--- src/rtl/flow_stat_rd_arbiter_if.sv ---
`default_nettype none
// ============================================================================
// Module   : flow_stat_rd_arbiter_if
// Purpose  : Bundles the requester-side and conveyor-side signals of the
//            flow statistics read arbiter.
// Ports    : slave  - arbiter view (requests/read data in, grants/responses/
//                     strobe out)
//            master - environment view (requesters plus conveyor)
// Revision : 1.0 - initial release
// ============================================================================
interface flow_stat_rd_arbiter_if #(
  parameter int A_WIDTH = 10,
  parameter int D_WIDTH = 32,
  parameter int N_REQ   = 4
);
  // Requester side
  logic [N_REQ-1:0]         req_i;
  logic [N_REQ*A_WIDTH-1:0] req_flow_i;
  logic [N_REQ-1:0]         gnt_o;
  logic [N_REQ-1:0]         rsp_val_o;
  logic [D_WIDTH-1:0]       rsp_data_o;
  logic                     rsp_err_o;
  logic                     busy_o;
  // Conveyor side
  logic                     rd_stb_o;
  logic [A_WIDTH-1:0]       rd_flow_num_o;
  logic [D_WIDTH-1:0]       rd_data_i;
  logic                     rd_data_val_i;

  modport slave (
    input  req_i, req_flow_i, rd_data_i, rd_data_val_i,
    output gnt_o, rsp_val_o, rsp_data_o, rsp_err_o, busy_o,
           rd_stb_o, rd_flow_num_o
  );

  modport master (
    output req_i, req_flow_i, rd_data_i, rd_data_val_i,
    input  gnt_o, rsp_val_o, rsp_data_o, rsp_err_o, busy_o,
           rd_stb_o, rd_flow_num_o
  );
endinterface
`default_nettype wire

--- src/rtl/flow_stat_rd_arbiter.sv ---
`default_nettype none
// ============================================================================
// Module   : flow_stat_rd_arbiter
// Purpose  : Round-robin arbiter sharing the conveyor's single read-and-clear
//            port between N_REQ requesters, one outstanding read at a time.
// Ports    : clk_i, rst_i   - clock, synchronous active-high reset
//            bus (slave)    - req_i/req_flow_i in, gnt_o/rsp_val_o/rsp_data_o/
//                             rsp_err_o/busy_o out; rd_stb_o/rd_flow_num_o out,
//                             rd_data_i/rd_data_val_i in
// Options  : FSRA_TIMEOUT_EN - enables the RSP_TIMEOUT WAIT-state watchdog;
//            when undefined WAIT lasts until a valid and rsp_err_o is 0.
// Revision : 1.0 - initial release
// ============================================================================
module flow_stat_rd_arbiter #(
  parameter int A_WIDTH     = 10,
  parameter int D_WIDTH     = 32,
  parameter int N_REQ       = 4,
  parameter int RSP_TIMEOUT = 15
) (
  input  logic                  clk_i,
  input  logic                  rst_i,
  flow_stat_rd_arbiter_if.slave bus
);

  localparam int                c_PW           = (N_REQ > 1) ? $clog2(N_REQ) : 1;
  localparam logic [c_PW-1:0]   c_LAST         = c_PW'(N_REQ - 1);
  localparam logic [c_PW:0]     c_NREQ         = (c_PW + 1)'(N_REQ);
  localparam logic [N_REQ-1:0]  c_ONE          = N_REQ'(1);
  localparam logic [7:0]        c_TIMEOUT_LAST = 8'(RSP_TIMEOUT - 1);

  typedef enum logic [1:0] {
    S_IDLE  = 2'd0,
    S_ISSUE = 2'd1,
    S_WAIT  = 2'd2,
    S_RESP  = 2'd3
  } state_t;

  state_t             r_state;
  logic [c_PW-1:0]    r_ptr;
  logic [c_PW-1:0]    r_win;
  logic               r_blank;
  logic [N_REQ-1:0]   r_gnt;
  logic [N_REQ-1:0]   r_rsp_val;
  logic [D_WIDTH-1:0] r_rsp_data;
  logic               r_rd_stb;
  logic [A_WIDTH-1:0] r_rd_flow;
  logic               r_busy;

  // Per-requester flow numbers unpacked for indexing by winner
  logic [A_WIDTH-1:0] w_flow_arr [N_REQ];
  for (genvar g = 0; g < N_REQ; g++) begin : g_flow
    assign w_flow_arr[g] = bus.req_flow_i[g*A_WIDTH +: A_WIDTH];
  end

  // Round-robin pick: first set request at or above the pointer, wrapping
  logic            w_any;
  logic [c_PW-1:0] w_win;
  logic [c_PW:0]   w_sum;
  logic [c_PW-1:0] w_idx;

  always_comb begin
    w_any = 1'b0;
    w_win = '0;
    w_sum = '0;
    w_idx = '0;
    for (int i = 0; i < N_REQ; i++) begin
      w_sum = {1'b0, r_ptr} + (c_PW + 1)'(i);
      if (w_sum >= c_NREQ) w_sum = w_sum - c_NREQ;
      w_idx = w_sum[c_PW-1:0];
      if (!w_any && bus.req_i[w_idx]) begin
        w_any = 1'b1;
        w_win = w_idx;
      end
    end
  end

`ifdef FSRA_TIMEOUT_EN
  logic [7:0] r_cnt;
  logic       r_rsp_err;
`else
  logic       w_unused_timeout;
  assign w_unused_timeout = ^c_TIMEOUT_LAST;
`endif

  always_ff @(posedge clk_i) begin
    if (rst_i) begin
      r_state    <= S_IDLE;
      r_ptr      <= '0;
      r_win      <= '0;
      r_blank    <= 1'b0;
      r_gnt      <= '0;
      r_rsp_val  <= '0;
      r_rsp_data <= '0;
      r_rd_stb   <= 1'b0;
      r_rd_flow  <= '0;
      r_busy     <= 1'b0;
`ifdef FSRA_TIMEOUT_EN
      r_cnt      <= '0;
      r_rsp_err  <= 1'b0;
`endif
    end else begin
      // Single-cycle pulses default low
      r_gnt     <= '0;
      r_rd_stb  <= 1'b0;
      r_rsp_val <= '0;
      case (r_state)
        S_IDLE: begin
          if (w_any) begin
            r_win     <= w_win;
            r_rd_flow <= w_flow_arr[w_win];
            r_gnt     <= c_ONE << w_win;
            r_rd_stb  <= 1'b1;
            r_busy    <= 1'b1;
            r_state   <= S_ISSUE;
          end
        end
        S_ISSUE: begin
          r_ptr   <= (r_win == c_LAST) ? '0 : r_win + 1'b1;
          r_blank <= 1'b1;
`ifdef FSRA_TIMEOUT_EN
          r_cnt   <= '0;
`endif
          r_state <= S_WAIT;
        end
        S_WAIT: begin
          // The blanking cycle skips a valid level left over from the last read
          if (!r_blank && bus.rd_data_val_i) begin
            r_rsp_data <= bus.rd_data_i;
            r_rsp_val  <= c_ONE << r_win;
`ifdef FSRA_TIMEOUT_EN
            r_rsp_err  <= 1'b0;
`endif
            r_state    <= S_RESP;
          end
`ifdef FSRA_TIMEOUT_EN
          else if (r_cnt == c_TIMEOUT_LAST) begin
            r_rsp_data <= '0;
            r_rsp_val  <= c_ONE << r_win;
            r_rsp_err  <= 1'b1;
            r_state    <= S_RESP;
          end
`endif
          else begin
            r_blank <= 1'b0;
`ifdef FSRA_TIMEOUT_EN
            r_cnt   <= r_cnt + 8'd1;
`endif
          end
        end
        S_RESP: begin
          r_busy  <= 1'b0;
          r_state <= S_IDLE;
        end
        default: r_state <= S_IDLE;
      endcase
    end
  end

  assign bus.gnt_o         = r_gnt;
  assign bus.rsp_val_o     = r_rsp_val;
  assign bus.rsp_data_o    = r_rsp_data;
  assign bus.rd_stb_o      = r_rd_stb;
  assign bus.rd_flow_num_o = r_rd_flow;
  assign bus.busy_o        = r_busy;
`ifdef FSRA_TIMEOUT_EN
  assign bus.rsp_err_o     = r_rsp_err;
`else
  assign bus.rsp_err_o     = 1'b0;
`endif

endmodule
`default_nettype wire

--- src/flat_wrapper.sv ---
// flat-port wrapper written by rule: the top's interface ports become plain ports
module flow_stat_rd_arbiter_flat 
#(
  parameter int A_WIDTH     = 10,
  parameter int D_WIDTH     = 32,
  parameter int N_REQ       = 4,
  parameter int RSP_TIMEOUT = 15
)
  (clk_i, rst_i, bus_req_i, bus_req_flow_i, bus_rd_data_i, bus_rd_data_val_i, bus_gnt_o, bus_rsp_val_o, bus_rsp_data_o, bus_rsp_err_o, bus_busy_o, bus_rd_stb_o, bus_rd_flow_num_o);
  flow_stat_rd_arbiter_if #(.A_WIDTH(A_WIDTH), .D_WIDTH(D_WIDTH), .N_REQ(N_REQ)) bus_i ();
  input  logic clk_i;
  input  logic rst_i;
  input wire logic [$bits(bus_i.req_i)-1:0] bus_req_i;
  input wire logic [$bits(bus_i.req_flow_i)-1:0] bus_req_flow_i;
  input wire logic [$bits(bus_i.rd_data_i)-1:0] bus_rd_data_i;
  input wire logic [$bits(bus_i.rd_data_val_i)-1:0] bus_rd_data_val_i;
  output wire logic [$bits(bus_i.gnt_o)-1:0] bus_gnt_o;
  output wire logic [$bits(bus_i.rsp_val_o)-1:0] bus_rsp_val_o;
  output wire logic [$bits(bus_i.rsp_data_o)-1:0] bus_rsp_data_o;
  output wire logic [$bits(bus_i.rsp_err_o)-1:0] bus_rsp_err_o;
  output wire logic [$bits(bus_i.busy_o)-1:0] bus_busy_o;
  output wire logic [$bits(bus_i.rd_stb_o)-1:0] bus_rd_stb_o;
  output wire logic [$bits(bus_i.rd_flow_num_o)-1:0] bus_rd_flow_num_o;
  assign bus_i.req_i = bus_req_i;
  assign bus_i.req_flow_i = bus_req_flow_i;
  assign bus_i.rd_data_i = bus_rd_data_i;
  assign bus_i.rd_data_val_i = bus_rd_data_val_i;
  assign bus_gnt_o = bus_i.gnt_o;
  assign bus_rsp_val_o = bus_i.rsp_val_o;
  assign bus_rsp_data_o = bus_i.rsp_data_o;
  assign bus_rsp_err_o = bus_i.rsp_err_o;
  assign bus_busy_o = bus_i.busy_o;
  assign bus_rd_stb_o = bus_i.rd_stb_o;
  assign bus_rd_flow_num_o = bus_i.rd_flow_num_o;
  flow_stat_rd_arbiter #(.A_WIDTH(A_WIDTH), .D_WIDTH(D_WIDTH), .N_REQ(N_REQ), .RSP_TIMEOUT(RSP_TIMEOUT)) u_core (.clk_i(clk_i), .rst_i(rst_i), .bus(bus_i));
endmodule
--- config.mk ---
export PLATFORM = sky130hd
export DESIGN_NAME = flow_stat_rd_arbiter_flat
export DESIGN_NICKNAME = d
export VERILOG_FILES = /design/src/rtl/flow_stat_rd_arbiter_if.sv /design/src/rtl/flow_stat_rd_arbiter.sv /design/src/flat_wrapper.sv
export SDC_FILE = /design/constraint.sdc
export NUM_CORES = 1
export LEC_CHECK = 0
export BUFFER_PORTS_ARGS = -buffer_cell sky130_fd_sc_hd__buf_2
export CAP_MARGIN = 10
export CORE_UTILIZATION = 25
export CTS_CLUSTER_DIAMETER = 100
export DETAILED_ROUTE_END_ITERATION = 10
export PLACE_DENSITY_LB_ADDON = 0.3
export SETUP_SLACK_MARGIN = 0.3
export SLEW_MARGIN = 40
export SYNTH_ARGS = -nofsm -noshare
export SYNTH_HDL_FRONTEND = slang
export SYNTH_SLANG_ARGS = --single-unit
--- constraint.sdc ---
create_clock -name clk_i -period 2.1 [get_ports clk_i]
set_input_delay 0.105 -clock clk_i [delete_from_list [all_inputs] [get_ports clk_i]]
set_output_delay 0.105 -clock clk_i [all_outputs]
set_load 0.01 [all_outputs]
* After elaboration in Yosys (flattened, before gate mapping)
Cells that the tools add are included.
** Word-level totals
- Word-level logic and storage cells :: 92
- Bits of input ports :: 79
- Register bits :: 59
** Operators by class
- Magnitude comparators :: 9
- Bitwise operators :: 5
- Shift operators :: 2
- Muxes and demuxes :: 32
- $add $sub $neg :: 8
- Reductions and logical operators :: 19
- Equal/unequal tests :: 7
** Operator list (count)
- 2-to-1 mux 2 bit :: 11
- binary-select mux 10 bit (select 2 bit) :: 1
- 2-to-1 mux 10 bit :: 2
- greater-or-equal comparator 3 bit (second input constant) :: 4
- less-than comparator 2 x 3 -> 1 bit (second input constant) :: 4
- 2-to-1 mux 1 bit :: 11
- AND reduction 2 bit :: 5
- binary-select mux 1 bit (select 2 bit) :: 4
- one-hot mux 2 bit (4 select lines) :: 1
- left shift 1 x 2 -> 4 bit (first input constant) :: 2
- subtractor 2 x 1 -> 2 bit (second input constant) :: 4
- adder 2 x 2 -> 3 bit (second input constant) :: 2
- == test 2 bit (second input constant) :: 3
- OR reduction 3 bit :: 2
- logical AND 1 bit :: 4
- logical NOT 1 bit :: 4
- inequality test 2 x 1 -> 1 bit (second input constant) :: 2
- NOT 1 bit :: 4
- one-hot mux 1 bit (2 select lines) :: 2
- nonzero test 2 bit :: 2
- adder 2 x 1 -> 3 bit (second input constant) :: 1
- greater-or-equal comparator 2 x 3 -> 1 bit (second input constant) :: 1
- NOT 2 -> 3 bit :: 1
- adder 2 x 1 -> 2 bit (second input constant) :: 1
- other kinds (4) :: 4

* Longest topological paths before layout
Gate-level depths: netlist (run 1).
- Depth in word-level cells :: 18
- Gate-level depth with buffers :: 8
- Depth with buffers taken out :: 6

* Worst setup path after synthesis (run 1)
Ideal clock, no wire load.
- Path kind :: flip-flop to flip-flop
- Start :: register u_core.r_state[0]
- End :: register u_core.r_rd_flow[8] (netlist: u_core.bus.rd_flow_num_o[8])
- Data required time :: 2.021 ns
- Library setup time :: 0.079 ns
- Path buffers :: 2
- Arrival time :: 1.580 ns
- Cell stages (with the launch flop) :: 8
- Setup slack :: 0.441 ns
- Path through :: dfxtp_1 > inv_1 > ha_1 > nand2b_1 > buf_6 > or4_4 > buf_6 > o221ai_2
** Between the ends
- Cells in the longest elaborated chain, start to end :: 2
** Ends and longest elaborated chain
- start, declared :: RTL line flow_stat_rd_arbiter.sv:38 : state_t r_state;
- start signal, assigned :: RTL line flow_stat_rd_arbiter.sv:87 : r_state <= S_IDLE;
- start signal, assigned :: RTL line flow_stat_rd_arbiter.sv:114 : r_state <= S_ISSUE;
- start signal, assigned :: RTL line flow_stat_rd_arbiter.sv:123 : r_state <= S_WAIT;
- logical NOT 2 bit :: RTL line flow_stat_rd_arbiter.sv:106 : case (r_state)
- AND reduction 2 bit (no source line)
- end signal, assigned :: RTL line flow_stat_rd_arbiter.sv:110 : r_rd_flow <= w_flow_arr[w_win];
- end, declared :: RTL line flow_stat_rd_arbiter.sv:46 : logic [A_WIDTH-1:0] r_rd_flow;
No other way between the ends.
A chain may end at the register's enable or synchronous reset.

* Worst setup path in the final report (run 1)
- Start :: register u_core.r_state[1]
- End :: register u_core.r_rd_flow[5] (netlist: u_core.bus.rd_flow_num_o[5])
The elaborated chain is that of the path after synthesis.

==> results.cfg, run 1 <==
[outcome]
status = complete, no violations

[sta]
fin_crit_sh_pct = 79.52
setup-tns-final_ns = 0
fmaxAchievable_mhz = 598.8
holdWs_ns = 0.01929
fin_skew_ns = 0.009869
hold_viol_final = 0
drv_slew = 0
rsz0062_at_grt = false
setup_viol = 0
finalCriticalPeriod_ns = 1.670

[synth]
seq_area_frac_synth_pct = 48.36
syn-cell-area_um2 = 2442
synth_cell_types = 28
synthCells = 278
yosysWarnings = 0
syn_area_per_cell_um2 = 8.785
synth_top_area_cell = dfxtp_1
synth_seq_cells = 59
syn_nets = 362
synthDominantCellAreaShare_pct = 48.36
synthTopCellsByArea = dfxtp_1 48%, nand2_1 12%, mux2i_1 9.4%, a21oi_1 7.6%, o221ai_2 4.9%

[cells_and_area]
stdcell_count = 570
final_cell_mix = 130 x buf_2, 79 x nand2_1, 59 x dfxtp_1
antenna_cells = 0
layout_commonest_cell = buf_2
syn2layout_area_growth_pct = 52.66
drive_gt1_share_pct = 37.41
nets = 520
utilization_pct = 39.79

[clocking]
cts-root-buf = clkbuf_8
cts_buffer_depth = 2
cts_tree = yes
h-tree-depth = 3
clock-sinks = 59
clk_pin_slew_ns = 0.07
clk_latency_ns = 0.33
numCtsBuffers = 9

[global_routing]
grt_pass1_wl_um = 10540
grt_max_degree = 47
gr-total-overflow = 0
grt_antenna_before_repair = 0
groute.usage.overall_pct = 13.61
grt_pass1_vias = 2188

[floorplanning]
die_h_um = 100.8
die_area_um2 = 10170
start_util_pct = 26.06
rows = 35
coreArea_um2 = 9371
die_x_um = 100.8
ios = 132

[power_and_ir_drop]
vdd_drop_max_mv = 0.3648
cellPowerDensity_nw_per_um2 = 1032
p_leak_nw = 1.682
totalPowerFinal_mw = 3.848

[route]
drt_iter0_markers = 67
vias = 2452
drc = 0
antenna_left = 0
routed_wirelength_um = 6932
viasPerCell = 4.302
wl_per_cell_um = 12.16
first_pass_iters = 5

[setup_path]
max_stage_delay_ns = 0.59
endpoint_kind = register
path_cells = inv_1 > ha_1 > nand2b_2 > or4_4 > o221ai_2
critPathBufInv = 1
critical_path_arrival_ns = 1.93
worst-path-max-fanout = 8
cp_slowest_cell = or4_4
crit_required_ns = 2.36
startpoint_type = register
worstSetupPathType = register to register
critPathTopFamily = simple AND/OR/NAND/NOR gates

[job]
maxCapViolCount = 0

[place]
routabilityCongestion = 0.7228
place_hpwl_um = 4672
port_buffers = 130
dp.cells = 523

[hold_path]
min_path_type = input pin to register
[registers in the layout, indices dropped and copies added, names as in the netlist]
register,count
u_core.bus.rd_stb_o,1
u_core.r_state,2
u_core.bus.rsp_val_o,4
u_core.r_ptr,2
u_core.bus.rsp_data_o,32
u_core.bus.busy_o,1
u_core.r_blank,1
u_core.bus.gnt_o,4
u_core.r_win,2
u_core.bus.rd_flow_num_o,10
[area by class of cell]
class	instances	area, µm²
Tap cell	129	161.4
Fill cell	968	5643
Clock buffer	12	155.1
Timing Repair Buffer	165	1001
Inverter	5	18.77
Multi-Input combinational cell	196	1162
Clock inverter	4	48.80
Sequential cell	59	1181
[logic make-up after synthesis]
group	count (synthesis)	share of synthesized area, %
AOI/OAI and AO/OA	51	14.70
adders and majority gates	5	2.561
buffers and inverters	24	4.815
DFF	59	48.36
muxes	23	9.426
other	1	0.1535
and+or+nand+nor	115	19.98
[worst reg2reg max path, delay by kind of cell, from the launching register on]
kind                       cells  cell delay, ns
AOI/OAI and AO/OA              1            0.21
buffers and inverters          1            0.10
adders and majority gates      1            0.22
DFF                            1            0.33
and+or+nand+nor                2            0.74
[through the flow]
stage	instance area, µm²	setup slack (ns)
finish	3729	0.4300
global route	3729	0.3164
global placement	3208	0.3995
floorplan	2442	0.4408
detailed placement	3208	0.3427
CTS	3712	0.3346
[routing by layer]
layer  global-route usage, %  vias up  part of all wire (%)
li1                        -     1250                     -
met1                   16.30     1133                    43
met2                   22.71       56                    52
met3                   2.705       13                   3.1
met4                   7.804        0                   2.1
met5                       0        -                     0
[power breakdown]
part	internal, mW	switching (mW)
combinational	0.583	0.728
sequential	1.35	0.131
clock	0.611	0.448
[synth_stat cells, drive strengths merged]
library cell	count
a22oi	1
ha	5
nor4	2
buf	7
nor3	3
clkbuf	12
nor2b	4
nand2b	2
and4b	1
nor4b	2
or4	1
mux2i	23
inv	5
nand2	79
dfxtp	59
o21ai	1
or2	1
a21oi	37
a211o	1
conb	1
nor2	20
o221ai	10
a2bb2oi	1
[path summary, 6_finish.rpt]
check                                          from                                  endpoint  slack, ns  cells after the start
max reg2reg          u_core.r_state[1]$_SDFFE_PP0P_  u_core.bus.rd_flow_num_o[5]$_SDFFE_PP0P_       0.43                      5
min reg2reg  u_core.bus.rsp_data_o[11]$_SDFFE_PP0N_    u_core.bus.rsp_data_o[11]$_SDFFE_PP0N_       0.45                      2
max                  u_core.r_state[1]$_SDFFE_PP0P_  u_core.bus.rd_flow_num_o[5]$_SDFFE_PP0P_       0.43                      5
min                                bus_rd_data_i[6]     u_core.bus.rsp_data_o[6]$_SDFFE_PP0N_       0.02                      3
[what timing repair did]
action	in CTS	in global routing
hold buffers	30	0
setup endpoints to repair	0	45
hold endpoints to repair	30	0
resized for setup	0	3
setup buffers	0	0
Note: power is estimated with default switching activity, not from simulation.
==> run 2: changes to the inputs <==
==> constraint.sdc (replaced) <==
create_clock -name clk_i -period 1.4 [get_ports clk_i]
set_input_delay 0.07 -clock clk_i [delete_from_list [all_inputs] [get_ports clk_i]]
set_output_delay 0.07 -clock clk_i [all_outputs]
set_load 0.01 [all_outputs]
==> results.cfg, run 2 (same netlist as run 1, synthesis figures left out) <==
[outcome]
status = finished, violations left
violations = setup timing

[power_and_ir_drop]
vdd_drop_max_mv = 0.5976
pwr-share-comb_pct = 46.4
p_sw_mw = 2.465
internal-power_mw = 4.800
switching_share_pct = 33.93
cellPowerDensity_nw_per_um2 = 1550
pwr-share-clk_pct = 22.4
seqPwrFrac_pct = 31.2
p_leak_nw = 2.069

[place]
routabilityCongestion = 0.7220
port_buffers = 130
place_hpwl_um = 4827
placed_area_um2 = 3405

[floorplanning]
die_h_um = 100.8
start_util_pct = 26.06
rows = 35
coreArea_um2 = 9371
die_x_um = 100.8
die_area_um2 = 10170
ios = 132

[sta]
setup_viol = 25
setup_slack_ns = -0.06722
fin_crit_sh_pct = 104.8
holdWs_ns = 0.03339
drv_slew = 0
finalCriticalPeriod_ns = 1.467
rsz0062_at_grt = true
hold_viol_final = 0
fin_skew_ns = 0.007299
fmaxAchievable_mhz = 681.6

[clocking]
clock-sinks = 59
cts-root-buf = clkbuf_8
clk_latency_ns = 0.33
numCtsBuffers = 9
cts_tree = yes
cts_buffer_depth = 2
clk_pin_slew_ns = 0.07
h-tree-depth = 3

[job]
maxCapViolCount = 0

[route]
antenna_left = 0
drt_iter0_markers = 45
wl_per_cell_um = 13.72
first_pass_iters = 4
viasPerCell = 4.381
vias = 2655
drc = 0
routed_wirelength_um = 8317

[setup_path]
r2r-start = u_core.r_ptr[1]$_SDFFE_PP0P_
crit_required_ns = 1.65
worstSetupPathType = register to register
startpoint_type = register
endpoint_kind = register
worst-path-max-fanout = 6
r2r_end = u_core.bus.rd_flow_num_o[9]$_SDFFE_PP0P_
critical_path_arrival_ns = 1.72
rr_worst_depth = 4
reg2reg_slack_ns = -0.07

[global_routing]
grt_pass1_wl_um = 13030
gr-total-overflow = 0
groute.usage.overall_pct = 16.73
grt_max_degree = 33
grt_antenna_before_repair = 0
grt_pass1_vias = 2718

[hold_path]
hold_path_depth = 3
holdPathEnd = u_core.bus.rd_flow_num_o[8]$_SDFFE_PP0P_
min_from = bus_req_flow_i[8]
min_path_type = input pin to register

[cells_and_area]
syn2layout_area_growth_pct = 91.91
multi_input_area_um2 = 1565
antenna_cells = 0
final-seq-area_um2 = 1190
largest_reg_flops = 32
nets = 556
fillers = 878
layout_commonest_cell = buf_2
final_cell_mix = 130 x buf_2, 54 x dfxtp_1, 48 x nand2_1
fin_area_um2 = 4687
drive_gt1_share_pct = 59.54
utilization_pct = 50.01
[run 2: repair_timing]
action                                  CTS  global route
cloned                                    8             0
gates resized for setup                  87            36
pin swaps                                38            15
endpoints found under the hold margin    32             0
endpoints found under the setup margin   56            58
hold buffers                             32             0
setup buffers                            10             0
[run 2: final cells by class]
cell class                 instances  area share, %
multi-input combinational        196          33.40
clock buffer                      12          3.524
tap                              129          3.444
timing repair buffer             201          32.78
inverter                           5         0.4538
clock inverter                     4          1.014
sequential                        59          25.39
[run 2: worst max-delay path by stage]
stage / start / endpoint / slack [ns] / cells after the start
after CTS: u_core.r_state[1]$_SDFFE_PP0P_ / u_core.bus.rd_flow_num_o[0]$_SDFFE_PP0P_ / -0.05 / 5
after detailed placement: u_core.r_state[1]$_SDFFE_PP0P_ / u_core.bus.rd_flow_num_o[9]$_SDFFE_PP0P_ / -0.15 / 5
after floorplan: u_core.r_state[1]$_SDFFE_PP0P_ / u_core.bus.rd_flow_num_o[1]$_SDFFE_PP0P_ / -0.23 / 7
after global placement: u_core.r_state[1]$_SDFFE_PP0P_ / u_core.bus.rd_flow_num_o[9]$_SDFFE_PP0P_ / -0.11 / 5
final: u_core.r_ptr[1]$_SDFFE_PP0P_ / u_core.bus.rd_flow_num_o[9]$_SDFFE_PP0P_ / -0.07 / 4
after global routing: u_core.r_ptr[1]$_SDFFE_PP0P_ / u_core.bus.rd_flow_num_o[0]$_SDFFE_PP0P_ / -0.14 / 4
[run 2: per-layer routing]
layer  vias to the layer above  routed length, µm  GRT usage (%)
met3                        18                237          3.606
met4                         0                185          7.692
li1                       1329                  -              -
met1                      1243               3347          19.02
met2                        65               4546          29.87
met5                         -                  0              0
[run 2: power groups by stage]
stage	combinational [mW]	clock, mW	sequential [mW]
finish	3.37	1.62	2.27
global route	3.63	1.77	2.31
CTS	3.18	1.68	2.25
detailed placement	2.26	0	2.25
global placement	2.22	0	2.25
floorplan	1.25	0	2.37
[run 2: critical path, cell delays in order, from the launching register on]
cell and delay [ns]:
dfxtp_4 0.38, nor3_4 0.20, a21oi_2 0.07, or4_4 0.56
o221ai_2 0.18
[run 2: per-stage QoR]
stage	power (mW)	setup slack (ns)	cells	setup TNS, ns
3_3_place_gp	4.465	-0.1071	540	-0.9513
6_report	7.265	-0.06722	606	-0.9186
5_1_grt	7.703	-0.1402	606	-3.345
3_5_place_dp	4.510	-0.1461	540	-1.477
4_1_cts	7.116	-0.04636	606	-0.5823
2_1_floorplan	3.627	-0.2271	278	-4.808
